$ cat config.mk
export PLATFORM = sky130hd
export DESIGN_NAME = hopfield_update_scheduler
export DESIGN_NICKNAME = d
export VERILOG_FILES = /design/src/rtl/hopfield_pkg.sv /design/src/rtl/hopfield_update_scheduler.sv
export SDC_FILE = /design/constraint.sdc
export NUM_CORES = 1
export LEC_CHECK = 0
export BUFFER_PORTS_ARGS = -buffer_cell sky130_fd_sc_hd__buf_2
export CORE_MARGIN = 1
export CORE_UTILIZATION = 53
export DETAILED_ROUTE_END_ITERATION = 8
export PLACE_DENSITY_LB_ADDON = 0.2
export REMOVE_ABC_BUFFERS = 1
export SKIP_LAST_GASP = 1
export SLEW_MARGIN = 20
export SYNTH_ARGS = -nofsm -noshare
export SYNTH_HDL_FRONTEND = slang
export SYNTH_SLANG_ARGS = --single-unit
$ cat constraint.sdc
create_clock -name clk -period 2.1 [get_ports clk]
set_clock_uncertainty 0.15 [all_clocks]
set_input_delay 0.21 -clock clk [delete_from_list [all_inputs] [get_ports clk]]
set_output_delay 0.21 -clock clk [all_outputs]
set_load 0.02 [all_outputs]
$ cat src/rtl/hopfield_pkg.sv
// Shared definitions for the Hopfield controller and its update scheduler.
package hopfield_pkg;

    // Scheduler state encoding; the top-level controller decodes the same values.
    typedef enum logic [1:0] {
        ST_IDLE  = 2'd0,
        ST_ISSUE = 2'd1,
        ST_CHECK = 2'd2,
        ST_DONE  = 2'd3
    } sched_state_e;

    localparam int DEFAULT_NEURON_COUNT = 16;
    localparam int DEFAULT_MAX_SWEEPS   = 8;

endpackage

$ cat src/rtl/hopfield_update_scheduler.sv
// Walks neuron indices through the update datapath, one handshake per neuron,
// repeating sweeps until one sweep changes nothing or the sweep limit is hit.
//
// state | meaning
// ------+-------------------------------------------------------------
// IDLE  | waiting for start; result flags hold last run
// ISSUE | upd_valid high for upd_idx, advance on handshake
// CHECK | sweep finished: converge, time out, or start another sweep
// DONE  | one-cycle done pulse, back to IDLE
module hopfield_update_scheduler
    import hopfield_pkg::*;
#(
    parameter int NEURON_COUNT = DEFAULT_NEURON_COUNT,
    parameter int IDX_W        = 4,
    parameter int MAX_SWEEPS   = DEFAULT_MAX_SWEEPS,
    parameter int SWEEP_W      = 4
) (
    input  logic               clk,
    input  logic               rst,
    input  logic               start,
    input  logic               abort,
    output logic               upd_valid,
    output logic [IDX_W-1:0]   upd_idx,
    input  logic               upd_ready,
    input  logic               upd_changed,
    output logic               busy,
    output logic               done,
    output logic               converged,
    output logic               timeout,
    output logic [SWEEP_W-1:0] sweep_count
);

    localparam logic [IDX_W-1:0]   LAST_IDX  = IDX_W'(NEURON_COUNT - 1);
    localparam logic [SWEEP_W-1:0] LAST_SWEEP = SWEEP_W'(MAX_SWEEPS);

    sched_state_e       state_q, state_d;
    logic [IDX_W-1:0]   idx_q, idx_d;
    logic [SWEEP_W-1:0] sweep_q, sweep_d;
    logic               dirty_q, dirty_d;
    logic               conv_q, conv_d;
    logic               tmo_q, tmo_d;

    // State and result registers; reset forces every output low at once.
    always_ff @(posedge clk or negedge rst) begin
        if (!rst) begin
            state_q <= ST_IDLE;
            idx_q   <= '0;
            sweep_q <= '0;
            dirty_q <= 1'b0;
            conv_q  <= 1'b0;
            tmo_q   <= 1'b0;
        end else begin
            state_q <= state_d;
            idx_q   <= idx_d;
            sweep_q <= sweep_d;
            dirty_q <= dirty_d;
            conv_q  <= conv_d;
            tmo_q   <= tmo_d;
        end
    end

    // Next-state logic; abort overrides start and any pending handshake.
    always_comb begin
        state_d = state_q;
        idx_d   = idx_q;
        sweep_d = sweep_q;
        dirty_d = dirty_q;
        conv_d  = conv_q;
        tmo_d   = tmo_q;
        if (abort) begin
            state_d = ST_IDLE;
            conv_d  = 1'b0;
            tmo_d   = 1'b0;
        end else begin
            case (state_q)
                ST_IDLE: begin
                    if (start) begin
                        conv_d  = 1'b0;
                        tmo_d   = 1'b0;
                        sweep_d = '0;
                        dirty_d = 1'b0;
                        idx_d   = '0;
                        state_d = ST_ISSUE;
                    end
                end
                ST_ISSUE: begin
                    if (upd_ready) begin
                        dirty_d = dirty_q | upd_changed;
                        if (idx_q == LAST_IDX) begin
                            // Count the sweep as it completes so CHECK sees the new total.
                            sweep_d = sweep_q + 1'b1;
                            state_d = ST_CHECK;
                        end else begin
                            idx_d = idx_q + 1'b1;
                        end
                    end
                end
                ST_CHECK: begin
                    if (!dirty_q) begin
                        conv_d  = 1'b1;
                        state_d = ST_DONE;
                    end else if (sweep_q == LAST_SWEEP) begin
                        tmo_d   = 1'b1;
                        state_d = ST_DONE;
                    end else begin
                        dirty_d = 1'b0;
                        idx_d   = '0;
                        state_d = ST_ISSUE;
                    end
                end
                ST_DONE: begin
                    state_d = ST_IDLE;
                end
                default: begin
                    state_d = ST_IDLE;
                end
            endcase
        end
    end

    // Outputs decode registered state only, so no input reaches an output combinationally.
    assign upd_valid   = (state_q == ST_ISSUE);
    assign busy        = (state_q == ST_ISSUE) || (state_q == ST_CHECK);
    assign done        = (state_q == ST_DONE);
    assign upd_idx     = idx_q;
    assign converged   = conv_q;
    assign timeout     = tmo_q;
    assign sweep_count = sweep_q;

endmodule

==> results.sh <==
export IMPL_htreeDepth=1
export IMPL_crit_slowest_cell="dfrtp_1"
export IMPL_min_path_type="primary input to register"
export IMPL_core_area_um2=1560
export IMPL_crit_chain="inv_1 -> ha_1 -> or2b_1 -> nand3_4 -> or2_4 -> a211o_1"
export IMPL_antenna_left=0
export IMPL_grt_start_max_net_pins=14
export IMPL_gr_usage_all_layers=0.240
export IMPL_final_cell_mix="buf_2, dfrtp_1, ha_1"
export IMPL_grt_pass1_wl_mm=3.29
export IMPL_setup_viol=0
export IMPL_finalWorstSetupSlack_ns=0.140
export IMPL_p_clk_frac=0.144
export IMPL_nets=133
export IMPL_fin_tns_setup_ns=0
export IMPL_worst_pin_slew_ns=0.290
export IMPL_cp_num_buf_inv=1
export IMPL_drt_iter0_markers=27
export IMPL_failed_checks="design-rule violations"
export IMPL_power_frac_seq=0.347
export IMPL_critPathTopFamily="simple AND/OR/NAND/NOR gates"
export IMPL_cp_start_kind="register"
export IMPL_yosysWarnings=0
export IMPL_powerDensity_nw_per_um2=1030
export IMPL_grt_overflow=0
export IMPL_yosysUniqueCellTypes=38
export IMPL_hold_start="upd_changed"
export IMPL_clock_sinks=13
export IMPL_intPower_mw=0.595
export IMPL_slew_headroom=0.801
export IMPL_outcome="complete, but fails checks"
export IMPL_p_sw_frac=0.454
export IMPL_tritoncts="yes"
export IMPL_p_sw_mw=0.495
export IMPL_fin_crit_sh=0.933
export IMPL_cap_violations=0
export IMPL_cts_max_path_buffers=2
export IMPL_slew_viol_final=0
export IMPL_finalCriticalPeriod_ns=1.96
export IMPL_die_w_um=43.7
export IMPL_vdd_drop_max_mv=0.582
export IMPL_antenna_found_initial=0
export IMPL_pre_cts_ws_ns=0.163
export IMPL_synth_cell_area_um2=920
export IMPL_placedCellCount=127
export IMPL_critPathKind="register to register"
export IMPL_grt_pass1_vias=737
export IMPL_whs_ns=0.0631
export IMPL_path_clk_slew_ns=0.08
export IMPL_rsz0062_at_grt="false"
export IMPL_end_kind="register"
export IMPL_num_vias=791
export IMPL_postSynthAreaPerCell_um2=9.89
export IMPL_n_antenna_cell=0
export IMPL_comb_power_share=0.510
export IMPL_via_per_inst=5.99
export IMPL_start_util=0.590
export IMPL_yosysSeqAreaShare=0.354
export IMPL_row_count=14
export IMPL_final_common_cell="buf_2"
export IMPL_die_y_um=43.7
export IMPL_timing_fmax_ghz=0.510
export IMPL_dpl_instance_area_um2=1030
export IMPL_io_pins=19
export IMPL_cts_buffers_inserted=3
export IMPL_ys_ff_latch=13
export IMPL_drc=2
export IMPL_port_buffers=18
export IMPL_clockRootBuffer="clkbuf_4"
export IMPL_timing_rr_start="state_q[1]$_DFFE_PN0P_"
export IMPL_syn_to_final_growth_pct=15.5
export IMPL_required_ns=2.11
export IMPL_synth_cells=93
export IMPL_fin_area_um2=1060
export IMPL_die_area_um2=1910
export IMPL_n_fill_cell=132
export IMPL_routedWlPerCell_um=14.8
export IMPL_max_stage_delay_ns=0.44
export IMPL_power_mw=1.09
export IMPL_drive_above_1_share=0.259
export IMPL_gp_congestion=0.812
export IMPL_wl_mm=1.96
export IMPL_dr_pass1_iters=7
export IMPL_worstPathArrival_ns=1.97
export IMPL_startpoint="state_q[1]$_DFFE_PN0P_"
export IMPL_dp_hpwl_mm=1.46
export IMPL_crit_fanout=6
export IMPL_leakage_nw=0.525
export IMPL_clkLatencyLatePin_ns=0.28
export IMPL_finalHoldViolCount=0
export IMPL_finalNonFillerCells=132
export IMPL_fin_util=0.681
## path summary, 6_finish.rpt
path	slack (ns)	depth (start not counted)	endpoint
max	0.14	6	upd_idx[2]$_DFFE_PN0P_
min	0.06	3	dirty_q$_DFFE_PN0P_
max reg2reg	0.14	6	upd_idx[2]$_DFFE_PN0P_
min reg2reg	0.42	2	converged$_DFFE_PN0P_
max in group asynchronous	1.37	2	upd_idx[1]$_DFFE_PN0P_
min in group asynchronous	0.19	2	sweep_count[3]$_DFFE_PN0P_
## what timing repair did
| action | in CTS | in global routing |
|---|---|---|
| gates resized for setup | 0 | 0 |
| hold endpoints to repair | 13 | 0 |
| hold buffers | 1 | 0 |
| setup buffers | 0 | 0 |
## state kept, by name (all words and copies together) (netlist names)
name / cells
sweep_count: 4
upd_idx: 4
state_q: 2
converged: 1
dirty_q: 1
timeout: 1
## Yosys cell counts, drive strengths merged
master | instances | area share
inv | 8 | 0.033
and3 | 2 | 0.014
o31a | 1 | 0.011
a31oi | 1 | 0.0068
nand3b | 1 | 0.022
or2b | 2 | 0.018
ha | 10 | 0.14
buf | 1 | 0.012
o211ai | 2 | 0.016
nor4 | 2 | 0.014
nor2b | 3 | 0.020
or2 | 1 | 0.0095
and2 | 1 | 0.0068
nor2 | 6 | 0.033
nand2 | 4 | 0.016
o221ai | 1 | 0.016
o41ai | 1 | 0.0095
a32o | 1 | 0.011
or3b | 1 | 0.0095
o2bb2ai | 2 | 0.019
a211o | 1 | 0.0095
and3b | 1 | 0.0095
nand4 | 2 | 0.014
nand3 | 4 | 0.035
nand2b | 1 | 0.0068
nor3 | 3 | 0.022
dfrtp | 13 | 0.35
a211oi | 1 | 0.0082
a21o | 2 | 0.016
mux2i | 2 | 0.022
o311a | 1 | 0.011
o21ai | 7 | 0.038
a21oi | 4 | 0.022
## tightest hold or removal path, delay by kind of cell
family / cells / cell delay [ns]
AOI/OAI and AO/OA: 2 / 0.17
buffers and inverters: 1 / 0.08
## layout make-up
class | instances | area, um^2 | share of cell area
flip-flops and latches | 13 | 325 | 0.306
multi-input cells | 71 | 553 | 0.521
well taps | 16 | 20.0 | 0.0188
inverters | 8 | 30.0 | 0.0283
repair buffers | 20 | 108 | 0.101
clock buffers | 4 | 26.3 | 0.0247
## power by group through the flow
| stage | combinational [mW] | sequential [mW] | clock (mW) |
|---|---|---|---|
| floorplan | 0.364 | 0.408 | 0 |
| global placement | 0.539 | 0.376 | 0 |
| detailed placement | 0.548 | 0.381 | 0 |
| CTS | 0.555 | 0.376 | 0.161 |
| global route | 0.609 | 0.387 | 0.172 |
| finish | 0.556 | 0.378 | 0.157 |
## routing by layer
metal,wire length [um],GRT usage,vias to the layer above
met3,84,0.0250,7
met5,0,0,-
met4,42,0.100,0
met1,878,0.320,364
met2,954,0.394,33
li1,-,-,387
## logic make-up (layout without fill, tap and decap cells)
| logic type | Yosys count | in the layout | synth area share |
|---|---|---|---|
| DFF | 13 | 13 | 0.354 |
| AOI/OAI and AO/OA | 25 | 25 | 0.195 |
| adders and majority gates | 10 | 10 | 0.136 |
| buffers and inverters | 9 | 32 | 0.0449 |
| and+or+nand+nor | 34 | 34 | 0.249 |
| muxes | 2 | 2 | 0.0218 |
No activity file was read; power rests on OpenSTA's default activity.
